**config.mk**
```make
export PLATFORM = sky130hd
export DESIGN_NAME = gcode_tokenizer
export DESIGN_NICKNAME = d
export VERILOG_FILES = /design/src/rtl/gcode_tokenizer_pkg.sv /design/src/rtl/gcode_tokenizer_decoder.sv /design/src/rtl/gcode_tokenizer.sv
export SDC_FILE = /design/constraint.sdc
export NUM_CORES = 1
export LEC_CHECK = 0
export ABC_CLOCK_PERIOD_IN_PS = 7500
export CAP_MARGIN = 20
export CORE_ASPECT_RATIO = 0.75
export CORE_MARGIN = 3
export CORE_UTILIZATION = 30
export DETAILED_ROUTE_END_ITERATION = 6
export HOLD_SLACK_MARGIN = 0.02
export PLACE_DENSITY = 0.58
export SETUP_SLACK_MARGIN = 0.1
export SLEW_MARGIN = 20
export SYNTH_ARGS = -nofsm -noshare
export SYNTH_HDL_FRONTEND = slang
export SYNTH_SLANG_ARGS = --single-unit
export TNS_END_PERCENT = 1
```
**constraint.sdc**
```tcl
create_clock -name clk -period 7.5 [get_ports clk]
set_input_delay 2.25 -clock clk [delete_from_list [all_inputs] [get_ports clk]]
set_output_delay 2.25 -clock clk [all_outputs]
set_load 0.1 [all_outputs]
```
**src/rtl/gcode_tokenizer_pkg.sv**
```systemverilog
// Shared types for the G-code lexer: token kinds, character classes and
// fixed encodings seen by the downstream command assembler.
package gcode_tokenizer_pkg;

   typedef enum logic [2:0] {
      TOK_G   = 3'd0,
      TOK_X   = 3'd1,
      TOK_Y   = 3'd2,
      TOK_I   = 3'd3,
      TOK_J   = 3'd4,
      TOK_F   = 3'd5,
      TOK_EOL = 3'd6,
      TOK_ERR = 3'd7
   } Tok_t;

   typedef enum logic [2:0] {
      CH_DIGIT = 3'd0,
      CH_WORD  = 3'd1,
      CH_SPACE = 3'd2,
      CH_EOL   = 3'd3,
      CH_MINUS = 3'd4,
      CH_DOT   = 3'd5,
      CH_OTHER = 3'd6
   } Char_t;

endpackage

```
**src/rtl/gcode_tokenizer_decoder.sv**
```systemverilog
// Combinational character classifier: maps one ASCII byte to a class,
// its digit value and, for word letters, the token kind it starts.
module gcode_tokenizer_decoder
   import gcode_tokenizer_pkg::*;
(
   input  logic [7:0] ch,
   output Char_t      cls,
   output logic [3:0] digit,
   output Tok_t       word
);

   // Classify the byte; carriage return and tab behave like a space.
   always_comb begin
      cls   = CH_OTHER;
      digit = 4'd0;
      word  = TOK_ERR;
      if (ch >= 8'h30 && ch <= 8'h39) begin
         cls   = CH_DIGIT;
         digit = ch[3:0];
      end else begin
         case (ch)
            8'h47:               begin cls = CH_WORD; word = TOK_G; end // G
            8'h58:               begin cls = CH_WORD; word = TOK_X; end // X
            8'h59:               begin cls = CH_WORD; word = TOK_Y; end // Y
            8'h49:               begin cls = CH_WORD; word = TOK_I; end // I
            8'h4A:               begin cls = CH_WORD; word = TOK_J; end // J
            8'h46:               begin cls = CH_WORD; word = TOK_F; end // F
            8'h20, 8'h09, 8'h0D: cls = CH_SPACE;
            8'h0A:               cls = CH_EOL;
            8'h2D:               cls = CH_MINUS;
            8'h2E:               cls = CH_DOT;
            default:             cls = CH_OTHER;
         endcase
      end
   end

endmodule

```
**src/rtl/gcode_tokenizer.sv**
```systemverilog
// Streaming G-code lexer: turns an ASCII byte stream into word tokens with
// signed fixed-point values plus end-of-line tokens, over valid/ready.
module gcode_tokenizer
   import gcode_tokenizer_pkg::*;
#(
   parameter int NUM_BITS       = 32,
   parameter int FRAC_DIGITS    = 2,
   parameter int MAX_INT_DIGITS = 6
)(
   input  logic                       clk,
   input  logic                       reset,
   input  logic [7:0]                 in_data,
   input  logic                       in_valid,
   output logic                       in_ready,
   output Tok_t                       out_type,
   output logic signed [NUM_BITS-1:0] out_value,
   output logic                       out_valid,
   input  logic                       out_ready
);

   localparam logic [2:0] S_IDLE     = 3'd0;
   localparam logic [2:0] S_SIGN     = 3'd1;
   localparam logic [2:0] S_INT      = 3'd2;
   localparam logic [2:0] S_FRAC     = 3'd3;
   localparam logic [2:0] S_EMIT     = 3'd4;
   localparam logic [2:0] S_EMIT_EOL = 3'd5;
   localparam logic [2:0] S_SKIP     = 3'd6;

   // Headroom of 4 bits holds acc*10+9 before the range check.
   localparam int             W        = NUM_BITS + 4;
   localparam logic [W-1:0]   ACC_MAX  = {5'b0, {(NUM_BITS-1){1'b1}}};
   localparam logic [7:0]     FRAC_L   = 8'(FRAC_DIGITS);
   localparam logic [7:0]     MAX_INT_L = 8'(MAX_INT_DIGITS);

   logic [2:0]          state_reg, state_next;
   Tok_t                tok_reg, tok_next;
   logic [NUM_BITS-1:0] acc_reg, acc_next;
   logic                neg_reg, neg_next;
   logic                eol_pending_reg, eol_pending_next;
   logic [7:0]          int_cnt_reg, int_cnt_next;
   logic [7:0]          frac_cnt_reg, frac_cnt_next;

   Char_t      cls;
   logic [3:0] digit;
   Tok_t       word;

   gcode_tokenizer_decoder u_decoder (
      .ch    (in_data),
      .cls   (cls),
      .digit (digit),
      .word  (word)
   );

   logic         accept;
   logic         pad_busy;
   logic         acc_ovf;
   logic         err;
   logic [3:0]   mul_digit;
   logic [W-1:0] acc_wide;

   assign in_ready = reset && (state_reg inside {S_IDLE, S_SIGN, S_INT, S_FRAC, S_SKIP});
   assign accept   = in_valid && in_ready;
   // Fraction padding runs in EMIT before the token becomes visible.
   assign pad_busy = (state_reg == S_EMIT) && (tok_reg != TOK_ERR) && (frac_cnt_reg < FRAC_L);

   // Shared x10 (+digit) path; padding multiplies by ten with no digit.
   assign mul_digit = (state_reg == S_EMIT) ? 4'd0 : digit;
   assign acc_wide  = ({4'b0, acc_reg} << 3) + ({4'b0, acc_reg} << 1)
                    + {{(W-4){1'b0}}, mul_digit};
   assign acc_ovf   = acc_wide > ACC_MAX;

   assign out_valid = ((state_reg == S_EMIT) && !pad_busy) || (state_reg == S_EMIT_EOL);
   assign out_type  = (state_reg == S_EMIT_EOL) ? TOK_EOL : tok_reg;
   assign out_value = ((state_reg == S_EMIT) && (tok_reg != TOK_ERR))
                    ? (neg_reg ? -$signed(acc_reg) : $signed(acc_reg)) : '0;

   // Lexer next-state: parse bytes, pad the fraction, hand tokens out.
   always_comb begin
      state_next       = state_reg;
      tok_next         = tok_reg;
      acc_next         = acc_reg;
      neg_next         = neg_reg;
      eol_pending_next = eol_pending_reg;
      int_cnt_next     = int_cnt_reg;
      frac_cnt_next    = frac_cnt_reg;
      err              = 1'b0;
      case (state_reg)
         S_IDLE: if (accept) begin
            case (cls)
               CH_SPACE: ;
               CH_EOL:   state_next = S_EMIT_EOL;
               CH_WORD: begin
                  tok_next         = word;
                  acc_next         = '0;
                  neg_next         = 1'b0;
                  eol_pending_next = 1'b0;
                  int_cnt_next     = 8'd0;
                  frac_cnt_next    = 8'd0;
                  state_next       = S_SIGN;
               end
               default:  err = 1'b1;
            endcase
         end
         S_SIGN: if (accept) begin
            case (cls)
               CH_MINUS: if (neg_reg) err = 1'b1; else neg_next = 1'b1;
               CH_DIGIT: begin
                  acc_next     = {{(NUM_BITS-4){1'b0}}, digit};
                  int_cnt_next = 8'd1;
                  state_next   = S_INT;
               end
               default:  err = 1'b1;
            endcase
         end
         S_INT, S_FRAC: if (accept) begin
            case (cls)
               CH_DIGIT: begin
                  if (state_reg == S_INT) begin
                     if (int_cnt_reg >= MAX_INT_L || acc_ovf) begin
                        err = 1'b1;
                     end else begin
                        acc_next     = acc_wide[NUM_BITS-1:0];
                        int_cnt_next = int_cnt_reg + 8'd1;
                     end
                  end else if (frac_cnt_reg < FRAC_L) begin
                     if (acc_ovf) begin
                        err = 1'b1;
                     end else begin
                        acc_next      = acc_wide[NUM_BITS-1:0];
                        frac_cnt_next = frac_cnt_reg + 8'd1;
                     end
                  end
               end
               CH_DOT:   if (state_reg == S_INT) state_next = S_FRAC; else err = 1'b1;
               CH_SPACE: state_next = S_EMIT;
               CH_EOL: begin
                  state_next       = S_EMIT;
                  eol_pending_next = 1'b1;
               end
               default:  err = 1'b1;
            endcase
         end
         S_EMIT: begin
            if (pad_busy) begin
               if (acc_ovf) begin
                  tok_next = TOK_ERR;
               end else begin
                  acc_next      = acc_wide[NUM_BITS-1:0];
                  frac_cnt_next = frac_cnt_reg + 8'd1;
               end
            end else if (out_ready) begin
               if (eol_pending_reg) begin
                  state_next       = S_EMIT_EOL;
                  eol_pending_next = 1'b0;
               end else if (tok_reg == TOK_ERR) begin
                  state_next = S_SKIP;
               end else begin
                  state_next = S_IDLE;
               end
            end
         end
         S_EMIT_EOL: if (out_ready) state_next = S_IDLE;
         S_SKIP:     if (accept && cls == CH_EOL) state_next = S_EMIT_EOL;
         default:    state_next = S_IDLE;
      endcase
      // An offending newline still closes the line after the error token.
      if (err) begin
         tok_next         = TOK_ERR;
         state_next       = S_EMIT;
         eol_pending_next = (cls == CH_EOL);
      end
   end

   // State registers with synchronous active-low reset.
   always_ff @(posedge clk) begin
      if (!reset) begin
         state_reg       <= S_IDLE;
         tok_reg         <= TOK_ERR;
         acc_reg         <= '0;
         neg_reg         <= 1'b0;
         eol_pending_reg <= 1'b0;
         int_cnt_reg     <= 8'd0;
         frac_cnt_reg    <= 8'd0;
      end else begin
         state_reg       <= state_next;
         tok_reg         <= tok_next;
         acc_reg         <= acc_next;
         neg_reg         <= neg_next;
         eol_pending_reg <= eol_pending_next;
         int_cnt_reg     <= int_cnt_next;
         frac_cnt_reg    <= frac_cnt_next;
      end
   end

endmodule

```
# ---- Word-level counts from Yosys, hierarchy flattened
# Cells that the tools add are included.
dict set report totals {
  latchBits 0
  rom_bits 0
  wordCells 193
  n_memories 0
  ramBits 0
  register_bits 56
  output_inout_bits 37
  inputBits 12
}
dict set report classes {
  mul 0
  shifts 0
  add_sub_neg 5
  mux 81
  n_reduce_logical 33
  magnitude_cmp 5
  bitwise 1
  eq_ne 60
  n_div 0
}
# op count
set ops {}
lappend ops {{32-bit 2-to-1 mux} 13}
lappend ops {{32-bit one-hot mux with 4 select lines} 1}
lappend ops {{8-bit 2-to-1 mux} 14}
lappend ops {{3-bit 2-to-1 mux} 19}
lappend ops {{8-bit by 7-bit equality test with 1-bit output (second input constant)} 6}
lappend ops {{8-bit one-hot mux with 3 select lines} 2}
lappend ops {{35-bit by 33-bit adder with 36-bit output} 1}
lappend ops {{36-bit by 4-bit adder with 36-bit output} 1}
lappend ops {{36-bit by 31-bit > comparator with 1-bit output (second input constant)} 1}
lappend ops {{3-bit != test (second input constant)} 12}
lappend ops {{3-bit one-hot mux with 6 select lines} 2}
lappend ops {{32-bit negation} 1}
lappend ops {{8-bit by 4-bit equality test with 1-bit output (second input constant)} 3}
lappend ops {{8-bit by 6-bit equality test with 1-bit output (second input constant)} 3}
lappend ops {{2-bit != test (second input constant)} 12}
lappend ops {{11-bit AND reduction} 2}
lappend ops {{1-bit 2-to-1 mux} 19}
lappend ops {{3-bit equality test (second input constant)} 6}
lappend ops {{3-bit one-hot mux with 2 select lines} 3}
lappend ops {{8-bit by 1-bit adder with 8-bit output (second input constant)} 2}
lappend ops {{3-bit one-hot mux with 5 select lines} 1}
lappend ops {{3-bit by 2-bit equality test with 1-bit output (second input constant)} 4}
lappend ops {{2-bit by 1-bit != test with 1-bit output (second input constant)} 5}
lappend ops {{10-bit AND reduction} 1}
lappend ops {{28 further kinds} 51}

# ---- Logic depth before layout (Yosys ltp)
dict set report logic_depth {
  ltp_word 14
  ltp_mapped 20
  ltp_nobuf 16
}

# ---- Cells and area by module
# A second synthesis with hierarchy kept.
dict set report unflattened {
  hier_cells 778
  area_unflattened_um2 6053.3
}
# module instances seq_area_each_um2 area_per_inst_um2 cells_each
set modules_own_cells {}
lappend modules_own_cells {gcode_tokenizer 1 1121.1 5686.7 723}
lappend modules_own_cells {gcode_tokenizer_decoder 1 0.0 366.6 55}

# ---- Worst setup path after synthesis
# OpenSTA, ideal clock, no wires.
dict set report synth_path {
  path_kind {input port to flip-flop}
  startpoint {in in_data[3]}
  endpoint {reg tok_reg[0]}
  arrival_ns 6.319
  n_path_buf 3
  path_slack_ns 1.051
  setup_ns 0.130
  stages 18
  required_time_ns 7.370
  cell_sequence {clkbuf_1 o21ai_0 and4_1 clkbuf_1 and3_1 fa_1 fa_1 a211oi_1 o211ai_1 a31oi_1 nor4_1 a21oi_1 a211oi_1 or3_4 buf_6 o31a_1 nor3_4 o21ai_0}
}
dict set report synth_between {
  elab_chain_len 13
  elab_cells_between_ends 52
  cone_classes {add/sub (1); order compare (3); eq/ne (19); mux (20); reduce/logical (9)}
}
# item line
set synth_lines {}
lappend synth_lines {{start: declaration} gcode_tokenizer.sv:12} ;# input logic [7:0] in_data,
lappend synth_lines {{8-bit by 6-bit greater-or-equal comparator with 1-bit output or 8-bit by 6-bit less-or-equal comparator with 1-bit output (tied branches)} gcode_tokenizer_decoder.sv:17} ;# if (ch >= 8'h30 && ch <= 8'h39) begin
lappend synth_lines {{1-bit logical AND} gcode_tokenizer_decoder.sv:17}
lappend synth_lines {{4-bit 2-to-1 mux} gcode_tokenizer_decoder.sv:17}
lappend synth_lines {{4-bit 2-to-1 mux} gcode_tokenizer.sv:67} ;# assign mul_digit = (state_reg == S_EMIT) ? 4'd0 : digit;
lappend synth_lines {{36-bit by 4-bit adder with 36-bit output} gcode_tokenizer.sv:69} ;# + {{(W-4){1'b0}}, mul_digit};
lappend synth_lines {{36-bit by 31-bit > comparator with 1-bit output} gcode_tokenizer.sv:70} ;# assign acc_ovf = acc_wide > ACC_MAX;
lappend synth_lines {{1-bit 2-to-1 mux or 1-bit logical OR (tied branches)} {gcode_tokenizer.sv:126, gcode_tokenizer.sv:119}}
lappend synth_lines {{1-bit 2-to-1 mux (on tied branches)} {gcode_tokenizer.sv:125, gcode_tokenizer.sv:119}}
lappend synth_lines {{1-bit 2-to-1 mux} gcode_tokenizer.sv:118} ;# if (state_reg == S_INT) begin
lappend synth_lines {{1-bit one-hot mux with 3 select lines} gcode_tokenizer.sv:116} ;# case (cls)
lappend synth_lines {{1-bit 2-to-1 mux} gcode_tokenizer.sv:115} ;# S_INT, S_FRAC: if (accept) begin
lappend synth_lines {{1-bit one-hot mux with 3 select lines} gcode_tokenizer.sv:87} ;# case (state_reg)
lappend synth_lines {{2-bit OR reduction (no source line)} n/a}
lappend synth_lines {{end signal: assignment} gcode_tokenizer.sv:186} ;# tok_reg <= tok_next;
lappend synth_lines {{end: declaration} gcode_tokenizer.sv:36} ;# Tok_t tok_reg, tok_next;
# Several ways; a longest one is shown, not always the timed one. The select of a mux whose other input is x is not followed.
# A chain may end at the register's enable or synchronous reset.

# ---- Worst setup path after layout
dict set report layout_path {
  startpoint {in in_data[2]}
  endpoint {reg acc_reg[10]}
}
dict set report layout_between {
  elab_chain_len 12
  elab_cells_between_ends 39
  cone_classes {add/sub (1); order compare (3); eq/ne (17); mux (12); reduce/logical (6)}
}
# item line
set layout_lines {}
lappend layout_lines {{8-bit by 6-bit greater-or-equal comparator with 1-bit output or 8-bit by 6-bit less-or-equal comparator with 1-bit output (tied branches)} gcode_tokenizer_decoder.sv:17}
lappend layout_lines {{1-bit logical AND} gcode_tokenizer_decoder.sv:17}
lappend layout_lines {{4-bit 2-to-1 mux} gcode_tokenizer_decoder.sv:17}
lappend layout_lines {{4-bit 2-to-1 mux} gcode_tokenizer.sv:67}
lappend layout_lines {{36-bit by 4-bit adder with 36-bit output} gcode_tokenizer.sv:69}
lappend layout_lines {{36-bit by 31-bit > comparator with 1-bit output} gcode_tokenizer.sv:70}
lappend layout_lines {{32-bit 2-to-1 mux} {gcode_tokenizer.sv:126, gcode_tokenizer.sv:145}}
lappend layout_lines {{32-bit 2-to-1 mux} gcode_tokenizer.sv:125} ;# end else if (frac_cnt_reg < FRAC_L) begin
lappend layout_lines {{32-bit 2-to-1 mux} gcode_tokenizer.sv:118}
lappend layout_lines {{32-bit 2-to-1 mux} gcode_tokenizer.sv:116}
lappend layout_lines {{32-bit 2-to-1 mux} gcode_tokenizer.sv:115}
lappend layout_lines {{32-bit one-hot mux with 4 select lines} gcode_tokenizer.sv:87}
lappend layout_lines {{end signal: assignment} gcode_tokenizer.sv:187} ;# acc_reg <= acc_next;
lappend layout_lines {{end: declaration} gcode_tokenizer.sv:37} ;# logic [NUM_BITS-1:0] acc_reg, acc_next;
# Several ways; a longest one is shown, not always the timed one. The select of a mux whose other input is x is not followed.

==> results <==
- The flow ran to the end, and the final reports show no timing, DRC or antenna violations.
- TritonCTS built the clock tree.
- Cells fill roughly a third of the core in the end.
- Each instance of the synthesized netlist takes up on average around 7.5 um^2.
- The worst register-to-register path has a depth of 16.
- The number of standard-cell rows in the floorplan is 44.
- The via count of the first global-routing pass is about 5500.
- The detailed router finished its first iteration with between 500 and 600 violations.
- The floorplan step defined a core boundary enclosing around 20000 um^2.
- The startpoint identified for the worst register-to-register timing path is state_reg[2]$_SDFFE_PN0P_.
- The count of clock tree sinks is 56.
- Per report_power, the sequential group accounts for roughly a third of the total.
- The weighted congestion at the end of routability-driven global placement is around 0.87.
- The final antenna diode count is 0.
- The post-detailed-route via-to-cell ratio is roughly 5.6.
- Dividing the detail-routed wire length by the instance count gives 16.7 um.
- The share of cell area taken by muxes after synthesis is 0.328%.
- The post-synthesis register bit count is 56.
- The met1 demand-to-capacity share in global routing is a little over a quarter.
- The post-CTS setup-driven buffer insertion count is 0.
- After global routing the overflow that remains totals 0.
- The number of max-cap violations is 0.
- In the layout the commonest cells are 103 x sky130_fd_sc_hd__nor2_1, 70 x sky130_fd_sc_hd__a21oi_1, 67 x sky130_fd_sc_hd__ha_1.
- The required time of the critical path is roughly 7.8 ns.
- For met3 alone, demand over resource in global routing was roughly 2.4%.
- The number of I/O port buffers is 48.
- The number of clock buffers added by TritonCTS is 5.
- The layout overhead on the synthesized area is 12.8%.
- The startpoint identified for the worst hold timing path is int_cnt_reg[6]$_SDFFE_PN0P_.
- Setup violations remaining at the end of the flow were counted as 0.
- In this run the horizontal extent of the chip is between 150 and 200 um.
- Setup repair after global routing left no endpoint under its margin.
- Of all nets on the critical path, the largest fanout is 12.
- The fraction of final layout cells sized beyond drive strength 1 is under 10%.
- The initial antenna violation count was 0.
- Timing would allow up to around 0.14 GHz.
- At the pin with the least slew margin, the transition time is ~0.96 ns.
- The synthesized design contains 0 enable-type register cells.
- The highest ir drop seen on vdd is ~0.000083 V.
- The worst setup path is launched from a primary input.
- The half-perimeter wire length after placement is ~14 mm.
- Summing the areas of all compound-gate instances in the mapped netlist gives 29.7% of the synthesized area.
- The number of flip-flops under the largest register name is 32.
- The number of gates resized after CTS was 0.
- Along the worst hold path, the cell count comes to 2.
- The maximum number of buffers from clock root to sink is 2.
- The clock network burns 27.2% of the power.
- The count of nets left with antenna violations once routing finished came out at 0.
- The final setup TNS is 0 ns.
- The I/O pin count is 49.
- The area of the mapped netlist is a little over 6000 um^2.
- The clock arrives with approximately 0.013 ns of skew.
- The worst hold path terminates at int_cnt_reg[6]$_SDFFE_PN0P_.
- Counting every net in the synthesized netlist gives 892.
- Entering global routing, the biggest net connects 30 pins.
- The number of distinct library cells after synthesis is between 70 and 80.
- The first detailed-routing pass ran for 5 iterations.
- In this run the worst hold path is classified as reg2reg.
- The final routed wirelength across all metal layers is between 15 and 20 mm.
- The number of max-slew violations in the final report is 0.
- After filler insertion, the fill cell instance count of the layout stands at between 2000 and 2500.
- The design draws between 1 and 1.5 mW.
- Detailed routing inserted a total of just over 6000 vias.
- The first global-routing pass estimated roughly 30 mm of wire.
- The most used flip-flop cell after synthesis is sky130_fd_sc_hd__dfxtp_1.
- CTS built an H-tree with a depth of 2.
- The critical path startpoint is in_data[2].
- In the global route stage, overall resource usage came out at between 15 and 20%.
- For this run, the number of standard cells in the final layout without fillers is 1085.
- For this design the static power due to leakage is between 3 and 4 nW.
- Global routing consumed, on the met2 layer, about 23% of the routing resources.
- For this design, the CTS-stage hold fixing added 0 buffers.
- The worst setup path is captured at a flop.
- The initial core utilization is between 30% and 40%.
- The slack of the worst reg-to-reg path is between 1 and 1.5 ns.
- By area, the combinational part of the netlist is dominated by compound AO/OA/AOI/OAI gates.
- The relative contribution of combinational cells to total power is 39.4%.
- The clock reaches the later pin of the worst-skew pair after between 0.3 and 0.4 ns.
- The internal power of the cells totals 0.595 mW.
- The final clock period utilization by the worst path is between 90% and 100%.
- After layout, the minimum clock period comes to roughly 7 ns.
- Of the synthesized area, sequential elements account for a little under a fifth.
- The terminus of the critical flop-to-flop path is acc_reg[10]$_SDFFE_PN0P_.
- The clock tree root driver cell is sky130_fd_sc_hd__clkbuf_16.
- The adder-cell area share of the yosys netlist is ~14%.
- The net count of the finished layout is between 900 and 1000.
- The die covers 22100 um^2.
- The number of failing hold endpoints at the final stage was 0.
- Counting tap cells, the placed design contains a total of between 1000 and 1500 instances.
- The async set-or-reset flop fraction in the synthesized netlist is 0%.
- The post-synthesis share of cell area spent on and, or, nand and nor gates is about a quarter.
- After clock tree synthesis, the clock-pin slew on the worst setup and hold paths is about 0.070 ns.
- The library cell used most frequently in the layout, excluding fill and tap cells, is sky130_fd_sc_hd__nor2_1.
- The data arrival time of the critical path is 7.23 ns.
- After global routing, the most crowded layer is met1.
- The net switching power is 0.447 mW.
- From bottom edge to top edge, the die measures roughly 130 um.
- Counting every instance in the synthesized netlist gives 811.
- The total power divided by cell area is 152 nW/um^2.
- The post-detailed-route DRC marker count is 0.
- The worst hold-check slack is around 0.44 ns.
- The post-synthesis share of cell area spent on xor and xnor gates is under 10%.
- The switching part of the total power is 42.9%.
- In this run the tightest slew margin relative to its limit is between 30% and 40%.
- The total of warnings raised by yosys is 0.
- By startpoint and endpoint, the worst setup path is classified as in2reg.
power groups by stage:
| stage | sequential (mW) | combinational [mW] | clock, mW |
|---|---|---|---|
| global route | 0.352 | 0.455 | 0.299 |
| finish | 0.349 | 0.411 | 0.283 |
| floorplan | 0.327 | 0.311 | 0 |
| detailed placement | 0.354 | 0.407 | 0 |
| CTS | 0.347 | 0.409 | 0.289 |
| global placement | 0.354 | 0.412 | 0 |
worst max-delay path: stages:
cell	delay, ns
sky130_fd_sc_hd__clkdlybuf4s50_1	0.50
sky130_fd_sc_hd__o21ai_0	0.25
sky130_fd_sc_hd__and4_1	0.26
sky130_fd_sc_hd__and3_1	0.18
sky130_fd_sc_hd__fa_1	0.47
sky130_fd_sc_hd__fa_1	0.49
sky130_fd_sc_hd__a211oi_1	0.30
sky130_fd_sc_hd__o211ai_1	0.19
sky130_fd_sc_hd__a31oi_1	0.34
sky130_fd_sc_hd__nor4_1	0.10
sky130_fd_sc_hd__a21oi_1	0.21
sky130_fd_sc_hd__a211oi_1	0.13
sky130_fd_sc_hd__or3_4	0.50
sky130_fd_sc_hd__o32ai_4	0.47
sky130_fd_sc_hd__and3_1	0.40
sky130_fd_sc_hd__a32o_1	0.17
per-layer routing:
metal	wire length, um	part of all wire (%)
met5	0	0
met4	149	0.82
met3	1110	6.1
met2	7110	39
met1	9780	54
per-stage QoR:
step | instance area [um^2] | setup slack (ns)
6_report | 6880 | 0.521
5_1_grt | 6880 | 0.111
4_1_cts | 6880 | 0.558
3_5_place_dp | 6710 | 0.271
3_3_place_gp | 6710 | 0.421
2_1_floorplan | 6100 | 1.05
final cells by class:
class                           instances  area [um^2]  share of cell area [%]
Inverter                               20         75.1                    1.09
Sequential cell                        56         1120                    16.3
Timing Repair Buffer                   60          500                    7.27
Clock buffer                            5          125                    1.82
Multi-Input combinational cell        688         4700                    68.3
Tap cell                              253          317                    4.60
Clock inverter                          3         42.5                   0.618
cells by family (layout without fill, tap and decap cells):
family / count (synthesis) / count (layout)
fa+ha+maj: 69 / 69
compound gates: 263 / 263
buf+inv: 67 / 88
mux: 2 / 2
flops: 56 / 56
xor+xnor: 58 / 58
simple gates: 296 / 296
worst max path at each step:
stage                                        endpoint  slack [ns]  cells after the start
final                        acc_reg[10]$_SDFFE_PN0P_        0.52                     16
after global routing      int_cnt_reg[1]$_SDFFE_PN0P_        0.11                     17
after CTS                    acc_reg[10]$_SDFFE_PN0P_        0.56                     16
after detailed placement     acc_reg[10]$_SDFFE_PN0P_        0.27                     16
after global placement       acc_reg[10]$_SDFFE_PN0P_        0.42                     16
after floorplan               tok_reg[0]$_SDFFE_PP1P_        1.05                     18
synthesized netlist by cell type, types with 5 or more instances:
library cell	n	area (um^2)
sky130_fd_sc_hd__a31oi_1	15	93.8
sky130_fd_sc_hd__o41ai_1	6	52.6
sky130_fd_sc_hd__inv_1	18	67.6
sky130_fd_sc_hd__nand4_1	17	106
sky130_fd_sc_hd__nor4_1	5	31.3
sky130_fd_sc_hd__or3_1	10	62.6
sky130_fd_sc_hd__a21oi_1	70	350
sky130_fd_sc_hd__nand2_1	63	236
sky130_fd_sc_hd__xor2_1	40	350
sky130_fd_sc_hd__o21a_1	5	37.5
sky130_fd_sc_hd__o211ai_1	11	82.6
sky130_fd_sc_hd__xnor2_1	17	149
sky130_fd_sc_hd__or4_1	6	45.0
sky130_fd_sc_hd__nor3b_1	5	37.5
sky130_fd_sc_hd__o21ai_0	42	210
sky130_fd_sc_hd__a21boi_0	6	45.0
sky130_fd_sc_hd__o211a_1	5	50.1
sky130_fd_sc_hd__nand2b_1	8	50.1
sky130_fd_sc_hd__ha_1	67	838
sky130_fd_sc_hd__nand3_1	15	75.1
sky130_fd_sc_hd__clkbuf_1	39	146
sky130_fd_sc_hd__nor2_1	103	387
sky130_fd_sc_hd__a32o_1	7	70.1
sky130_fd_sc_hd__and3_1	15	93.8
sky130_fd_sc_hd__o21ai_1	6	30.0
sky130_fd_sc_hd__dfxtp_1	56	1120
sky130_fd_sc_hd__nor2b_1	12	75.1
sky130_fd_sc_hd__o31ai_1	14	105
sky130_fd_sc_hd__a21o_1	16	120
sky130_fd_sc_hd__nor3_1	17	85.1
sky130_fd_sc_hd__a22oi_1	18	135
Power figures use the tool's default switching activity.
==> edit, RTL diff (same settings) <==
`NUM_BITS`: 32 -> 24.
--- a/src/rtl/gcode_tokenizer.sv
+++ b/src/rtl/gcode_tokenizer.sv
@@ -3,7 +3,7 @@
 module gcode_tokenizer
    import gcode_tokenizer_pkg::*;
 #(
-   parameter int NUM_BITS       = 32,
+   parameter int NUM_BITS       = 24,
    parameter int FRAC_DIGITS    = 2,
    parameter int MAX_INT_DIGITS = 6
 )(
Ports: changed (resized out_value); port bits go from 49 to 41. No check against the original RTL was run, so the function may have changed too.
==> edit against the original RTL <==
Routed wire length decreased by 24%. Setup slack improved by 0.011 ns. Core utilization increased by 1.1 points. Area after synthesis fell by 22%. Final area fell by 19%. Register-to-register slack gained 0.75 ns. Sequential cell count fell by 8. Critical path depth increased by 1. First-iteration DRC count fell by 20%.
Power is not compared: it rests on default switching activity, and its combinational part moved more than twofold at a synthesized area within 25%.
==> edit: results (changes against the original RTL) <==
Data buffer area share = 8.13% (+0.85 points)
FMAX = 144 MHz (+0.16%)
sequential standard cell area = 961 um^2 (-14%)
Mapped Nets = 683 (-23%)
area post-placement = 5370 um^2 (-20%)
largest net degree at the start of global routing = 24 (-20%)
Signal inverters = 25 (+25%)
max FFs per register = 24 (-25%)
all-layer global routing usage = 16.0% (-0.42 points)
Post-synth top cells = 63 x nor2_1, 59 x a21oi_1, 53 x nand2_1
IO Port Bufs = 40 (-17%)
share of cells above drive strength 1 = 5.22% (-3.4 points)
initial DRC count = 406 (-20%)
Sink Count = 48 (-14%)
WL met2 = 5.74 mm (-19%)
GPL Wtd Cong = 0.933 (+7.3%)
first-pass GRT wire length = 23.0 mm (-23%)
largest cells by area after synthesis = dfxtp_1 20%, ha_1 13%, a21oi_1 6.2%
Buffers, non-clock = 47 (-22%)
fillers = 1584 (-22%)
clk_skew = 0.00416 ns (-0.00886 ns)
final net count = 715 (-22%)
DR WL met3 = 880 um (-21%)
crit-path max FO = 9 (-3)
number of global-route vias before repair = 4502 (-19%)
dpl ws = 0.262 ns (-0.00873 ns)
outcome = finished, final reports clean
## edit: changes by cell type after synthesis, sizes merged, moves of 7 or more
cell and change:
a22o +12, a22oi -16, clkbuf -23, nor2 -40, dfxtp -8, nor3 -7, a21oi -11, nand2 -10
nor2b -7, nand4 -7, xor2 -17, ha -16
## edit: layer usage
| layer | global-route usage [%] | vias to the layer above |
|---|---|---|
| met5 | 0 | - |
| met1 | 23.8 | 2216 |
| met4 | 4.17 | 0 |
| li1 | - | 2375 |
| met2 | 23.9 | 164 |
| met3 | 2.68 | 16 |
## edit: metrics by stage
step | util (%) | hold WS, ns
after floorplan | - | 0.412
after global placement | 34.9 | 0.424
after detailed placement | 34.9 | 0.427
after CTS | 36.1 | 0.442
after global routing | 36.1 | 0.464
final | 36.1 | 0.447
## edit: worst reg2reg max path: cells and delay by family, from the launching register on
family / cells / cell delay [ns]
fa+ha+maj: 3 / 0.85
simple gates: 5 / 1.59
flops: 1 / 0.50
compound gates: 7 / 2.03
buf+inv: 1 / 0.22
## edit: kinds of logic (layout without fill, tap and decap cells)
| logic type | after synthesis | count (layout) | share of synthesized area (%) |
|---|---|---|---|
| flops | 48 | 48 | 20.2 |
| compound gates | 211 | 211 | 30.2 |
| xor+xnor | 42 | 42 | 7.72 |
| mux | 2 | 2 | 0.420 |
| buf+inv | 47 | 80 | 4.05 |
| fa+ha+maj | 53 | 53 | 14.2 |
| simple gates | 215 | 215 | 23.2 |
## edit: report_power, final
group          internal [mW]  total, mW  switching (mW)
combinational         0.0444      0.146           0.101
sequential             0.259      0.275          0.0160
clock                  0.159      0.270           0.112
